**src/rtl/fetch_stage.sv**
```systemverilog
// Instruction-fetch stage with IF/ID pipeline register: PC, req/ready handshake to
// instruction memory, decode back-pressure, branch redirect and fetch-timeout pulse.
module fetch_stage #(
  parameter int                    ADDR_WIDTH = 32,
  parameter logic [ADDR_WIDTH-1:0] RESET_PC   = {ADDR_WIDTH{1'b0}},
  parameter int                    MAX_WAIT   = 15
) (
  input  logic                  Clk,
  input  logic                  ResetN,
  output logic                  IMemReq,
  output logic [ADDR_WIDTH-1:0] IMemAddr,
  input  logic                  IMemReady,
  input  logic [31:0]           IMemRData,
  input  logic                  Stall,
  input  logic                  PCSrc,
  input  logic [ADDR_WIDTH-1:0] PCBranch,
  output logic [31:0]           Instr,
  output logic [5:0]            Op,
  output logic [5:0]            Funct,
  output logic [ADDR_WIDTH-1:0] PCPlus4,
  output logic                  InstrValid,
  output logic                  FetchErr
);

  localparam int CW = $clog2(MAX_WAIT + 1);

  typedef enum logic [0:0] {
    ST_IDLE  = 1'b0,
    ST_FETCH = 1'b1
  } state_t;

  state_t                  state_r, state_s;
  logic [ADDR_WIDTH-1:0]   pc_r, pc_s;
  logic [31:0]             instr_r, instr_s;
  logic [ADDR_WIDTH-1:0]   pcplus4_r, pcplus4_s;
  logic                    valid_r, valid_s;
  logic [CW-1:0]           wait_r, wait_s;

  logic                    req_s;
  logic                    accept_s;
  logic                    timeout_s;
  logic                    hold_s;
  logic [ADDR_WIDTH-1:0]   pc_inc_s;
  logic [ADDR_WIDTH-1:0]   target_s;
  logic                    unused_branch_lsb_s;

  // The low two target bits are dropped: instructions are word aligned.
  assign unused_branch_lsb_s = ^PCBranch[1:0];
  assign target_s            = {PCBranch[ADDR_WIDTH-1:2], 2'b00};
  assign pc_inc_s            = pc_r + {{(ADDR_WIDTH-3){1'b0}}, 3'b100};

  // Handshake qualifiers: a full IF/ID slot under Stall blocks new requests.
  always_comb begin
    hold_s    = valid_r && Stall;
    req_s     = 1'b0;
    accept_s  = 1'b0;
    timeout_s = 1'b0;
    if (state_r == ST_FETCH) begin
      req_s     = !hold_s;
      accept_s  = req_s && IMemReady && !PCSrc;
      timeout_s = req_s && !IMemReady && !PCSrc && (wait_r == CW'(MAX_WAIT - 1));
    end else begin
      req_s     = 1'b0;
    end
  end

  // Next-state for FSM, PC, IF/ID register and wait counter; redirect wins over all.
  always_comb begin
    state_s   = state_r;
    pc_s      = pc_r;
    instr_s   = instr_r;
    pcplus4_s = pcplus4_r;
    valid_s   = valid_r;
    wait_s    = wait_r;

    case (state_r)
      ST_IDLE:  state_s = ST_FETCH;
      ST_FETCH: state_s = ST_FETCH;
      default:  state_s = ST_IDLE;
    endcase

    if (PCSrc) begin
      pc_s    = target_s;
      valid_s = 1'b0;
    end else if (accept_s) begin
      pc_s      = pc_inc_s;
      instr_s   = IMemRData;
      pcplus4_s = pc_inc_s;
      valid_s   = 1'b1;
    end else if (!hold_s) begin
      valid_s = 1'b0;
    end else begin
      valid_s = valid_r;
    end

    // A timeout retries the same PC with a fresh count.
    if (PCSrc || !req_s || IMemReady) begin
      wait_s = {CW{1'b0}};
    end else if (timeout_s) begin
      wait_s = {CW{1'b0}};
    end else begin
      wait_s = wait_r + CW'(1);
    end
  end

  // State and pipeline registers.
  always_ff @(posedge Clk or negedge ResetN) begin
    if (!ResetN) begin
      state_r   <= ST_IDLE;
      pc_r      <= RESET_PC;
      instr_r   <= 32'h0000_0000;
      pcplus4_r <= {ADDR_WIDTH{1'b0}};
      valid_r   <= 1'b0;
      wait_r    <= {CW{1'b0}};
    end else begin
      state_r   <= state_s;
      pc_r      <= pc_s;
      instr_r   <= instr_s;
      pcplus4_r <= pcplus4_s;
      valid_r   <= valid_s;
      wait_r    <= wait_s;
    end
  end

  assign IMemReq    = req_s;
  assign IMemAddr   = pc_r;
  assign Instr      = instr_r;
  assign Op         = instr_r[31:26];
  assign Funct      = instr_r[5:0];
  assign PCPlus4    = pcplus4_r;
  assign InstrValid = valid_r;
  assign FetchErr   = timeout_s;

endmodule

```
**config.mk**
```make
export PLATFORM = sky130hd
export DESIGN_NAME = fetch_stage
export DESIGN_NICKNAME = d
export VERILOG_FILES = /design/src/rtl/fetch_stage.sv
export SDC_FILE = /design/constraint.sdc
export NUM_CORES = 1
export LEC_CHECK = 0
export CAP_MARGIN = 20
export CORE_ASPECT_RATIO = 1.25
export CORE_MARGIN = 2
export CORE_UTILIZATION = 45
export DETAILED_ROUTE_END_ITERATION = 8
export GPL_TIMING_DRIVEN = 0
export HOLD_SLACK_MARGIN = 0.12
export PLACE_DENSITY_LB_ADDON = 0.1
export SLEW_MARGIN = 20
export SYNTH_ARGS = -nofsm -noshare
export SYNTH_HDL_FRONTEND = slang
export SYNTH_SLANG_ARGS = --single-unit
```
**constraint.sdc**
```tcl
create_clock -name Clk -period 2.6 [get_ports Clk]
set_clock_uncertainty 0.2 [all_clocks]
set_input_delay 0.52 -clock Clk [delete_from_list [all_inputs] [get_ports Clk]]
set_output_delay 0.52 -clock Clk [all_outputs]
set_load 0.02 [all_outputs]
```
==> impl_metrics.yaml, run 1 <==
sta:
  fin_crit_sh_pct: 96.5
  setup_viol: 0
  drv_slew: 0
  maxSlewHeadroom_pct: 53.5
  fmax_mhz: 399
  worstMarginPinSlew_ns: 0.691
  period_minus_slack_ns: 2.51
  timing.final.ws_setup_ns: 0.0922
  final-hold-violation-count: 0
  tns_ns: 0
critical_path:
  cp.arrival_ns: 1.79
  crit_path_start: "Stall"
  end_kind: "output port"
  path_max_fanout: 5
  r2r_cells: 6
  timing.rr.start: "IMemAddr[10]"
  critPathKind: "in -> out"
  reg2reg_to: "IMemAddr[24]"
  cp.required_ns: 1.88
  start_kind: "input port"
  r2r_slack_ns: 0.12
clock_tree:
  clk_path_buf_depth: 2
  clk_pin_slew_worst_paths_ns: 0.06
  htree_levels: 3
  clkSinkCount: 98
  cts_inserted_buffers: 9
  cts_tree: "yes"
  cts_root_buf: "clkbuf_16"
  clkLatencyLatePin_ns: 0.35
power:
  power_density_mw_per_mm2: 695
  power.leakage_nw: 2.82
  ir_drop_v: 0.000334
flow_run:
  drv_cap: 0
synth:
  synth_top_cell_by_area: "dfrtp_1"
  synth.top_cell.area_share_pct: 51.0
  syn_inst: 474
  ys_types: 35
  seq_area_frac_synth_pct: 51.0
  synth_seq_cells: 98
  ys_warn_count: 0
  synth_area_per_cell_um2: 10.1
  synthTopCellsByArea: "dfrtp_1 (51%), mux2_2 (8.2%), xor2_1 (5.6%)"
  netlist_area_mm2: 0.00481
global_route:
  grt_usage_pct: 22.6
  gr-usage-met2_pct: 39.0
  grt_pass1_wl_um: 20300
  gr-total-overflow: 0
  grt_pass1_vias: 4143
  antenna_found_initial: 0
  grt_max_degree: 68
  use_met3_pct: 4.52
  use_met1_pct: 27.6
  grt-busiest-layer: "met2"
floorplanning:
  rows: 42
  chipHeight_um: 120
  initial_core_util_pct: 45.8
  die_w_um: 96.5
  coreArea_mm2: 0.0105
  ios: 180
  dieArea_mm2: 0.0115
hold_path:
  holdPathEnd: "wait_r[0]"
  min_from: "wait_r[0]"
  worst_hold_path.num_cells: 1
  hp-class: "reg -> reg"
layout:
  final_area_mm2: 0.00709
  final_common_cell: "clkdlybuf4s50_1"
  nNetsFinal: 737
  drive_above_1_share_pct: 14.6
  layout_common_cells: "clkdlybuf4s50_1 (169), dfrtp_1 (98), nand2_1 (49)"
  area_growth_pct: 47.3
  num_antenna_cells: 0
drt:
  drtIter0Drc: 193
  viasPerCell: 5.20
  drt_pass1_iterations: 4
  drc_errors: 0
  wl_um: 13000
  ant_nets: 0
  wl_per_cell_um: 16.2
  route.vias.total: 4173
place:
  dpl_cell_area_mm2: 0.00674
  numPortBuffers: 172
  dp_slack_ns: -0.588
  gp_congestion: 0.900
  dp_hpwl_um: 9690
status:
  outcome: "completed"
-- metrics by stage --
step           cells  power, mW  util, %  hold WS [ns]
2_1_floorplan    477       2.74        -        0.0244
3_3_place_gp     781       3.54     63.8         0.278
3_5_place_dp     782       3.59     64.1         0.223
4_1_cts          799       4.95     67.1         0.299
5_1_grt          802       5.16     67.4         0.319
6_report         802       4.93     67.4         0.290
-- registers in the layout, summed over array words and instances (netlist names) --
| signal | cells |
|---|---|
| IMemAddr | 30 |
| Instr | 32 |
| InstrValid | 1 |
| PCPlus4 | 30 |
| state_r | 1 |
| wait_r | 4 |
-- what timing repair did --
action                     CTS  global route
resized for setup            4             3
hold buffers                 1             0
setup endpoints to repair   62            14
pin swaps                    1             1
hold endpoints to repair    31             0
setup buffers                0             3
-- worst max path at each step --
stage,endpoint,slack [ns],depth (start not counted)
global route,PCPlus4[8],-0.007,9
detailed placement,PCPlus4[6],-0.59,8
floorplan,IMemAddr[29],0.21,6
global placement,IMemAddr[29],-2.80,1
finish,FetchErr,0.09,4
CTS,FetchErr,0.05,4
-- cell type report --
cell class	instances	area, um^2
Fill cell	884	3420
Sequential cell	98	2450
Multi-Input combinational cell	331	2120
Timing Repair Buffer	177	1780
Buffer	44	253
Clock buffer	11	243
Tap cell	132	165
Clock inverter	5	61.3
Inverter	4	15.0
-- critical path, stage by stage --
cell and delay, ns:
clkdlybuf4s50_1 0.44, a21bo_2 0.24, nor4_1 0.22, dlygate4sd2_1 0.37
-- cell usage after synthesis, drive strengths merged --
library cell and number:
a21bo 1, and2 4, nor3 12, nand2 50, or3 2, mux2i 2, ha 3, clkbuf 15
and4 3, nand4 19, or2 2, inv 4, o21ai 28, conb 2, or4 3, a21oi 29
dfrtp 98, xnor2 28, xor2 31, nor2 45, mux2 35, nand3 16, nor4 10, buf 29
and3 3
-- report_power, final --
group / internal (mW) / total [mW] / leakage (nW) / switching [mW]
logic: 0.826 / 1.59 / 1.51 / 0.764
registers: 1.77 / 1.96 / 1.16 / 0.192
clock network: 0.780 / 1.38 / 0.151 / 0.595
total: 3.38 / 4.93 / 2.82 / 1.55
-- routing by layer --
metal  vias up  wire length (um)
li1       1981                 -
met1      1986              5200
met2       182              6520
met3        24               972
met4         0               281
met5         -                 0
-- cells by family (layout without fill, tap and decap cells) --
logic type	after synthesis	in the layout	share of synthesized area, %
compound gates	58	58	6.29
other cells	2	5	0.156
flops	98	98	51.0
fa+ha+maj	3	3	0.780
simple gates	169	169	16.9
xor+xnor	59	59	10.7
buf+inv	48	241	5.54
mux	37	37	8.61
(Power assumes the default switching activity.)
==> run 2, diff against run 1 <==
- ABC_AREA: default -> 1
==> run 2 against run 1 <==
  * Total power shrank 5.4%
  * First-iteration DRC count grew 19%
  * Worst setup slack gained 0.027 ns
  * Combinational power shrank 8%
==> impl_metrics.yaml, run 2 <==
status:
  outcome: "completed"
place:
  numPortBuffers: 172
  dpl_cell_area_mm2: 0.00676
  dp_hpwl_um: 10200
  gp_congestion: 0.887
synth:
  ys_warn_count: 0
  synthTopCellsByArea: "dfrtp_1 (51%), nand2_1 (23%), nand3_1 (5.7%)"
  synth-edff-count: 0
  synth_seq_cells: 98
  netlist_area_mm2: 0.00484
  synth_top_cell_by_area: "dfrtp_1"
  synth_area_per_cell_um2: 7.74
  syn_inst: 625
  synth_most_common_cell: "nand2_1"
  yosys_most_used_dff: "dfrtp_1"
  ys_types: 29
  seq_area_frac_synth_pct: 50.7
  synth_common_cells: "nand2_1 (294), dfrtp_1 (98), nand3_1 (55), inv_1 (41), nor2_1 (31)"
  synth.top_cell.area_share_pct: 50.7
  synth_async_sr_flop_share_pct: 100
sta:
  maxSlewHeadroom_pct: 57.7
  grt_setup_unrepaired: "false"
  worstMarginPinSlew_ns: 0.634
  fmax_mhz: 403
  fin_crit_sh_pct: 95.4
  hold_ws_ns: 0.274
  setup_viol: 0
  drv_slew: 0
  period_minus_slack_ns: 2.48
  tns_ns: 0
  final-hold-violation-count: 0
critical_path:
  r2r_slack_ns: 0.74
  cp.arrival_ns: 1.76
  end_kind: "output port"
  r2r_cells: 8
  reg2reg_to: "IMemAddr[16]"
  path_max_fanout: 3
  start_kind: "input port"
  critPathKind: "in -> out"
  cp.required_ns: 1.88
  timing.rr.start: "IMemAddr[3]"
floorplanning:
  chipHeight_um: 120
  coreArea_mm2: 0.0105
  die_w_um: 96.7
  dieArea_mm2: 0.0116
  ios: 180
  initial_core_util_pct: 46.0
  rows: 42
clock_tree:
  clk_pin_slew_worst_paths_ns: 0.06
  cts_root_buf: "clkbuf_16"
  clkSinkCount: 98
  htree_levels: 3
  cts_inserted_buffers: 9
  cts_setup_buffers: 0
  clkLatencyLatePin_ns: 0.34
  clk_path_buf_depth: 2
  cts_tree: "yes"
layout:
  largest_reg_flops: 32
  drive_above_1_share_pct: 9.17
  final_common_cell: "nand2_1"
  area_growth_pct: 45.7
  nFillCells: 905
  final_area_mm2: 0.00705
  num_antenna_cells: 0
  layout_common_cells: "nand2_1 (294), clkdlybuf4s50_1 (170), dfrtp_1 (98)"
  nNetsFinal: 885
global_route:
  gr-total-overflow: 0
  antenna_found_initial: 0
  grt_pass1_vias: 4448
  grt_usage_pct: 23.6
  grt_max_degree: 75
  grt_pass1_wl_um: 21900
drt:
  wl_um: 13500
  drtIter0Drc: 229
  ant_nets: 0
  route.vias.total: 4579
  drc_errors: 0
  wl_per_cell_um: 14.2
  viasPerCell: 4.82
  drt_pass1_iterations: 4
flow_run:
  drv_cap: 0
power:
  ir_drop_v: 0.000324
  power.leakage_nw: 3.43
  power_density_mw_per_mm2: 661
hold_path:
  holdPathEnd: "Instr[13]"
  worst_hold_path.num_cells: 2
  min_from: "Instr[13]"
  hp-class: "reg -> reg"
run 2: cell count changes after synthesis, moves of 10 or more:
cell and change:
nand3_1 +40, a21oi_1 -26, o21ai_0 -12, nor3_1 -11, mux2_2 -35, nand4_1 -17, nand2_1 +244, inv_1 +37
nor2_1 -13, xnor2_1 -27, xor2_1 -29, nor4_1 -10
run 2: cell type report:
class                      instances  area (um^2)  area share, %
tap                              132          165           2.34
timing repair buffer             174         1760           25.0
clock buffer                       9          225           3.19
multi-input combinational        450         2010           28.6
inverter                          46          175           2.48
sequential                        98         2450           34.8
buffer                            34          208           2.95
clock inverter                     7         51.3          0.728
run 2: worst max-delay path by stage:
stage / start / end / cells past startpoint
after floorplan: Stall / FetchErr / 4
after global placement: ResetN / PCPlus4[22] / 1
after detailed placement: Stall / FetchErr / 6
after CTS: Stall / IMemReq / 4
after global routing: Stall / IMemReq / 4
final: Stall / IMemReq / 4
run 2: timing repair:
action | 4_1_cts | 5_1_grt
hold buffers | 1 | 0
hold endpoints to repair | 24 | 0
gates resized for setup | 1 | 0
endpoints found under the setup margin | 1 | 0
run 2: cells by family after synthesis:
logic type,count (synthesis),share of synthesized area [%]
simple gates,408,36.0
flops,98,50.7
xor+xnor,3,0.543
buf+inv,80,7.92
other cells,2,0.155
compound gates,31,3.93
fa+ha+maj,3,0.776
run 2: worst max-delay path, cell delays in order:
cell and delay (ns):
clkdlybuf4s50_1 0.40, nand2_1 0.08, and2_4 0.16, clkdlybuf4s50_1 0.60
run 2: metrics by stage:
step / setup slack (ns) / cells / util, % / power, mW
after floorplan: 0.576 / 628 / - / 2.65
after global placement: -2.80 / 932 / 64.1 / 3.40
after detailed placement: -0.129 / 933 / 64.4 / 3.44
after CTS: 0.114 / 950 / 67.1 / 4.70
after global routing: 0.0761 / 950 / 67.1 / 4.89
final: 0.120 / 950 / 67.1 / 4.66
run 2: per-layer routing:
layer | track usage, % | up-vias | routed length [um]
met1 | 29.9 | 2130 | 5550
met3 | 4.72 | 16 | 841
met4 | 9.51 | 0 | 237
li1 | - | 2284 | -
met2 | 39.9 | 149 | 6840
met5 | 0 | - | 0
run 2: where the power goes:
part           leakage, nW  internal (mW)  switching [mW]  total, mW
Combinational         2.07          0.713           0.753       1.47
Clock                0.133          0.656           0.605       1.26
Sequential            1.22           1.75           0.179       1.93
Total                 3.43           3.12            1.54       4.66
==> run 3, diff against run 2 <==
- CTS_CLUSTER_DIAMETER: default -> 60
- TNS_END_PERCENT: default -> 1
==> results of run 3 <==
Same layout as run 2: the final DEF is identical, and so are final timing and power.
